==> src/rtl/comb_prim_if.sv <==
// -----------------------------------------------------------------------------
// comb_prim_if : signal bundle for the comb_prim prime-number detector.
//
// Signals (master = driver of N/en/clr, slave = the detector):
//   A,B,C,D    N = {A,B,C,D}, A is the MSB
//   en         sample enable for the registered flag and the counter
//   clr        synchronous clear of the counter and the registered flag
//   Y          combinational prime flag for the current N
//   Y_q        registered prime flag
//   prime_cnt  saturating count of enabled prime samples
//   cnt_sat    high while prime_cnt is all-ones
// -----------------------------------------------------------------------------
interface comb_prim_if #(
  parameter int CNT_WIDTH = 8
);
  logic                 A;
  logic                 B;
  logic                 C;
  logic                 D;
  logic                 en;
  logic                 clr;
  logic                 Y;
  logic                 Y_q;
  logic [CNT_WIDTH-1:0] prime_cnt;
  logic                 cnt_sat;

  modport master (
    output A, B, C, D, en, clr,
    input  Y, Y_q, prime_cnt, cnt_sat
  );

  modport slave (
    input  A, B, C, D, en, clr,
    output Y, Y_q, prime_cnt, cnt_sat
  );
endinterface

==> src/rtl/comb_prim.sv <==
// -----------------------------------------------------------------------------
// comb_prim : 4-bit prime-number detector with a registered flag and a
// saturating prime-hit counter.
//
// Ports:
//   clk    system clock, rising-edge active
//   rst_n  asynchronous active-low reset (clears Y_q and prime_cnt)
//   bus    comb_prim_if.slave
//            in : A,B,C,D (N, A = MSB), en, clr
//            out: Y (combinational), Y_q, prime_cnt, cnt_sat
//
// The CNT_WIDTH parameter must match the one of the connected interface.
// -----------------------------------------------------------------------------
module comb_prim #(
  parameter int CNT_WIDTH = 8
) (
  input  logic        clk,
  input  logic        rst_n,
  comb_prim_if.slave  bus
);

  logic                 y_comb;
  logic                 y_q_r;
  logic [CNT_WIDTH-1:0] cnt_r;
  logic                 cnt_full;

  // Minimal SOP for N in {2,3,5,7,11,13}; continuous assign, so no storage.
  assign y_comb = (~bus.A & ~bus.B &  bus.C)
                | (~bus.B &  bus.C &  bus.D)
                | ( bus.B & ~bus.C &  bus.D)
                | (~bus.A &  bus.B &  bus.D);

  assign cnt_full = &cnt_r;

  // NOTE: state registers use non-blocking assignments so every flop samples
  // the pre-edge values, independent of statement order.
  always_ff @(posedge clk or negedge rst_n) begin
    if (!rst_n) begin
      y_q_r <= 1'b0;
      cnt_r <= '0;
    end else if (bus.clr) begin
      // Clear wins over en: the sample on this edge is discarded.
      y_q_r <= 1'b0;
      cnt_r <= '0;
    end else if (bus.en) begin
      y_q_r <= y_comb;
      if (y_comb && !cnt_full) begin
        cnt_r <= cnt_r + CNT_WIDTH'(1);
      end
    end
  end

  assign bus.Y         = y_comb;
  assign bus.Y_q       = y_q_r;
  assign bus.prime_cnt = cnt_r;
  assign bus.cnt_sat   = cnt_full;

endmodule

==> src/flat_wrapper.sv <==
// flat-port wrapper written by rule: the top's interface ports become plain ports
module comb_prim_flat 
#(
  parameter int CNT_WIDTH = 8
)
  (clk, rst_n, bus_A, bus_B, bus_C, bus_D, bus_en, bus_clr, bus_Y, bus_Y_q, bus_prime_cnt, bus_cnt_sat);
  comb_prim_if #(.CNT_WIDTH(CNT_WIDTH)) bus_i ();
  input  logic clk;
  input  logic rst_n;
  input wire logic [$bits(bus_i.A)-1:0] bus_A;
  input wire logic [$bits(bus_i.B)-1:0] bus_B;
  input wire logic [$bits(bus_i.C)-1:0] bus_C;
  input wire logic [$bits(bus_i.D)-1:0] bus_D;
  input wire logic [$bits(bus_i.en)-1:0] bus_en;
  input wire logic [$bits(bus_i.clr)-1:0] bus_clr;
  output wire logic [$bits(bus_i.Y)-1:0] bus_Y;
  output wire logic [$bits(bus_i.Y_q)-1:0] bus_Y_q;
  output wire logic [$bits(bus_i.prime_cnt)-1:0] bus_prime_cnt;
  output wire logic [$bits(bus_i.cnt_sat)-1:0] bus_cnt_sat;
  assign bus_i.A = bus_A;
  assign bus_i.B = bus_B;
  assign bus_i.C = bus_C;
  assign bus_i.D = bus_D;
  assign bus_i.en = bus_en;
  assign bus_i.clr = bus_clr;
  assign bus_Y = bus_i.Y;
  assign bus_Y_q = bus_i.Y_q;
  assign bus_prime_cnt = bus_i.prime_cnt;
  assign bus_cnt_sat = bus_i.cnt_sat;
  comb_prim #(.CNT_WIDTH(CNT_WIDTH)) u_core (.clk(clk), .rst_n(rst_n), .bus(bus_i));
endmodule
==> config.mk <==
export PLATFORM = sky130hd
export DESIGN_NAME = comb_prim_flat
export DESIGN_NICKNAME = d
export VERILOG_FILES = /design/src/rtl/comb_prim_if.sv /design/src/rtl/comb_prim.sv /design/src/flat_wrapper.sv
export SDC_FILE = /design/constraint.sdc
export NUM_CORES = 1
export LEC_CHECK = 0
export CORE_UTILIZATION = 40
export CTS_BUF_LIST = sky130_fd_sc_hd__clkbuf_8 sky130_fd_sc_hd__clkbuf_16
export DETAILED_ROUTE_END_ITERATION = 8
export PLACE_DENSITY = 0.74
export SLEW_MARGIN = 10
export SYNTH_ARGS = -nofsm -noshare
export SYNTH_HDL_FRONTEND = slang
export SYNTH_SLANG_ARGS = --single-unit
export TNS_END_PERCENT = 100
==> constraint.sdc <==
create_clock -name clk -period 4.7 [get_ports clk]
set_clock_uncertainty 0.2 [all_clocks]
set_input_delay 0.705 -clock clk [delete_from_list [all_inputs] [get_ports clk]]
set_output_delay 0.705 -clock clk [all_outputs]
set_load 0.02 [all_outputs]
==> results_dict.tcl <==
set metrics [dict create \
    p_leak_uw 0.0002916 \
    async_flop_share_pct 100.0 \
    grt_max_degree 16 \
    final_area_um2 770.7 \
    slowest_delay_ns 0.73 \
    fmax_mhz 313.8 \
    finalSetupViolCount 0 \
    ioPinCount 19 \
    tns_ns 0 \
    num-nets-final 85 \
    required_ns 3.80 \
    wirelength_um 1209 \
    first_iter_violations 13 \
    port_buffers 18 \
    viasPerCell 5.809 \
    place_inst 85 \
    ys.flop_type "dfrtp_1" \
    holdWs_ns 0.3328 \
    r2r-start "u_core.bus.prime_cnt[0]$_DFFE_PN0P_" \
    cts_tree "yes" \
    critical_path_class "flip-flop to output port" \
    yosysWarnings 0 \
    end_kind "output port" \
    fin_crit_ns 3.187 \
    htreeDepth 1 \
    start_kind "flip-flop" \
    worstReg2RegEnd "u_core.bus.prime_cnt[5]$_DFFE_PN0P_" \
    gp_congestion 0.7605 \
    hold_viol 0 \
    relSlewSlack_pct 55.16 \
    cts_resized 0 \
    grt_first_pass_wirelength_um 1925 \
    fin_crit_sh_pct 67.81 \
    first_pass_iters 4 \
    slowest_stage "clkdlybuf4s50_1" \
    cts-hold-fix-buffers 0 \
    cp.arrival_ns 2.28 \
    grt_pass1_vias 464 \
    grtUsageTotal_pct 19.11 \
    hold_class "flip-flop to flip-flop" \
    die_area_um2 1522 \
    wl_per_cell_um 13.58 \
    clk_latency_ns 0.23 \
    drive_above_1_share_pct 12.00 \
    cts.sinks 9 \
    clkTransAtPathRegs_ns 0.05 \
    core_um2 1186 \
    antenna_found_initial 0 \
    outcome "complete, no violations" \
    power_density_nw_per_um2 249.5 \
    final_cells 89 \
    hold_end "u_core.bus.Y_q$_DFFE_PN0P_" \
    synth_edf_count 0 \
    initial_core_util_pct 46.20 \
    drc 0 \
    floorplan.rows 12 \
    tightest_slew_ns 0.6690 \
    finalPower_uw 192.3 \
    clockBufferDepth 2 \
    grt_setup_unrepaired "no" \
    numCtsBuffers 3 \
    fill_cells 108 \
    regToRegSetupSlack_ns 2.60 \
    synth_cell_types 25 \
    reg2reg_depth 5 \
    syn_area_per_cell_um2 9.786 \
    clock_tree.root_cell "clkbuf_8" \
    critPathMaxFanout 11 \
    areaGrowthSynthToFinish_pct 40.64 \
    antenna_left 0 \
    place_area_um2 725.7 \
    syn_inst 56 \
    n_antenna_cell 0 \
    hpwl_um 831.4 \
    grt_overflow 0 \
    holdPathStages 2 \
    synth_seq_area_share_pct 41.10 \
    die_w_um 39.02 \
    vias 517 \
    synth-seq-cells 9 \
    drv_cap 0 \
    syn_nets 65 \
    peakVddDrop_mv 0.1842 \
    path_cells "ha_1, nand3_2, nor3_2, clkdlybuf4s50_1" \
    syn_area_um2 548.0 \
    postCtsSetupBuffers 0 \
    finalMaxSlewViolations 0 \
    dieHeight_um 39.02 \
    min-delay-start "u_core.bus.Y_q$_DFFE_PN0P_" \
]
## worst max-delay path by stage
stage,start,end
2_1_floorplan,u_core.bus.prime_cnt[0]$_DFFE_PN0P_,bus_cnt_sat
3_3_place_gp,bus_B,bus_Y
3_5_place_dp,bus_B,bus_Y
4_1_cts,u_core.bus.prime_cnt[0]$_DFFE_PN0P_,bus_cnt_sat
5_1_grt,u_core.bus.prime_cnt[0]$_DFFE_PN0P_,bus_cnt_sat
6_report,u_core.bus.prime_cnt[0]$_DFFE_PN0P_,bus_cnt_sat
## critical path: cells and delay by family (launching register included)
family / cells / cell delay, ns
flip-flops: 1 / 0.40
AND/OR/NAND/NOR: 2 / 0.73
adder cells (fa/ha/maj): 1 / 0.20
buffers and inverters: 1 / 0.73
## power by group
group	internal [µW]	switching [µW]
registers	79.1	1.25
logic	12.5	13.4
clock network	56.8	29.3
## kinds of logic after synthesis
group,Yosys count,synth area share [%]
buffers and inverters,5,5.022
adder cells (fa/ha/maj),1,2.283
AND/OR/NAND/NOR,22,23.29
AO/OA/AOI/OAI,16,21.92
multiplexers,3,6.392
flip-flops,9,41.10
## Yosys cell counts (2+ instances only)
cell | number | area share (%)
o311ai_1 | 2 | 3.2
or3_1 | 2 | 2.3
dfrtp_1 | 9 | 41
a21oi_1 | 6 | 5.5
o41ai_1 | 3 | 4.8
inv_1 | 2 | 1.4
or4_1 | 3 | 4.1
o31ai_1 | 2 | 2.7
nand3_1 | 2 | 1.8
nor2_1 | 2 | 1.4
mux2i_1 | 2 | 3.7
nand2_1 | 8 | 5.5
## registers in the layout, indices dropped and copies added (netlist names)
signal / cells
u_core.bus.prime_cnt: 8
u_core.bus.Y_q: 1
## stage by stage
| stage | setup slack, ns | util, % |
|---|---|---|
| 3_3_place_gp | 1.698 | 61.18 |
| 6_report | 1.513 | 64.98 |
| 3_5_place_dp | 1.665 | 61.18 |
| 2_1_floorplan | 2.591 | - |
| 5_1_grt | 1.409 | 64.98 |
| 4_1_cts | 1.530 | 64.98 |
## cell usage in the layout, fill, tap and decap left out
cell / n
clkdlybuf4s50_1: 18
dfrtp_1: 9
nand2_1: 8
a21oi_1: 6
or4_1: 3
inv_1: 3
o41ai_1: 3
clkbuf_8: 3
mux2i_1: 2
nor2_1: 2
nand3_1: 2
o31ai_1: 2
o311ai_1: 2
or3_1: 2
nand3_2: 1
nor3_2: 1
nor2b_1: 1
o21bai_2: 1
o2111ai_2: 1
nor4_2: 1
mux2_4: 1
nand2b_1: 1
o21ai_1: 1
ha_1: 1
## routing by layer
layer  global-route usage [%]  wire [µm]  vias up
met5                        0          0        -
met1                    22.30        514      249
met4                    7.759         11        0
met3                    5.780         92        2
met2                    32.08        591       16
li1                         -          -      250
## area by class of cell
class	count	area, µm²	share of cell area [%]
timing repair buffer	18	180.2	23.38
multi-input combinational	42	295.3	38.31
tap	14	17.52	2.273
inverter	2	7.507	0.9740
clock inverter	1	3.754	0.4870
clock buffer	3	41.29	5.357
sequential	9	225.2	29.22
Power figures use the tool's default switching activity.
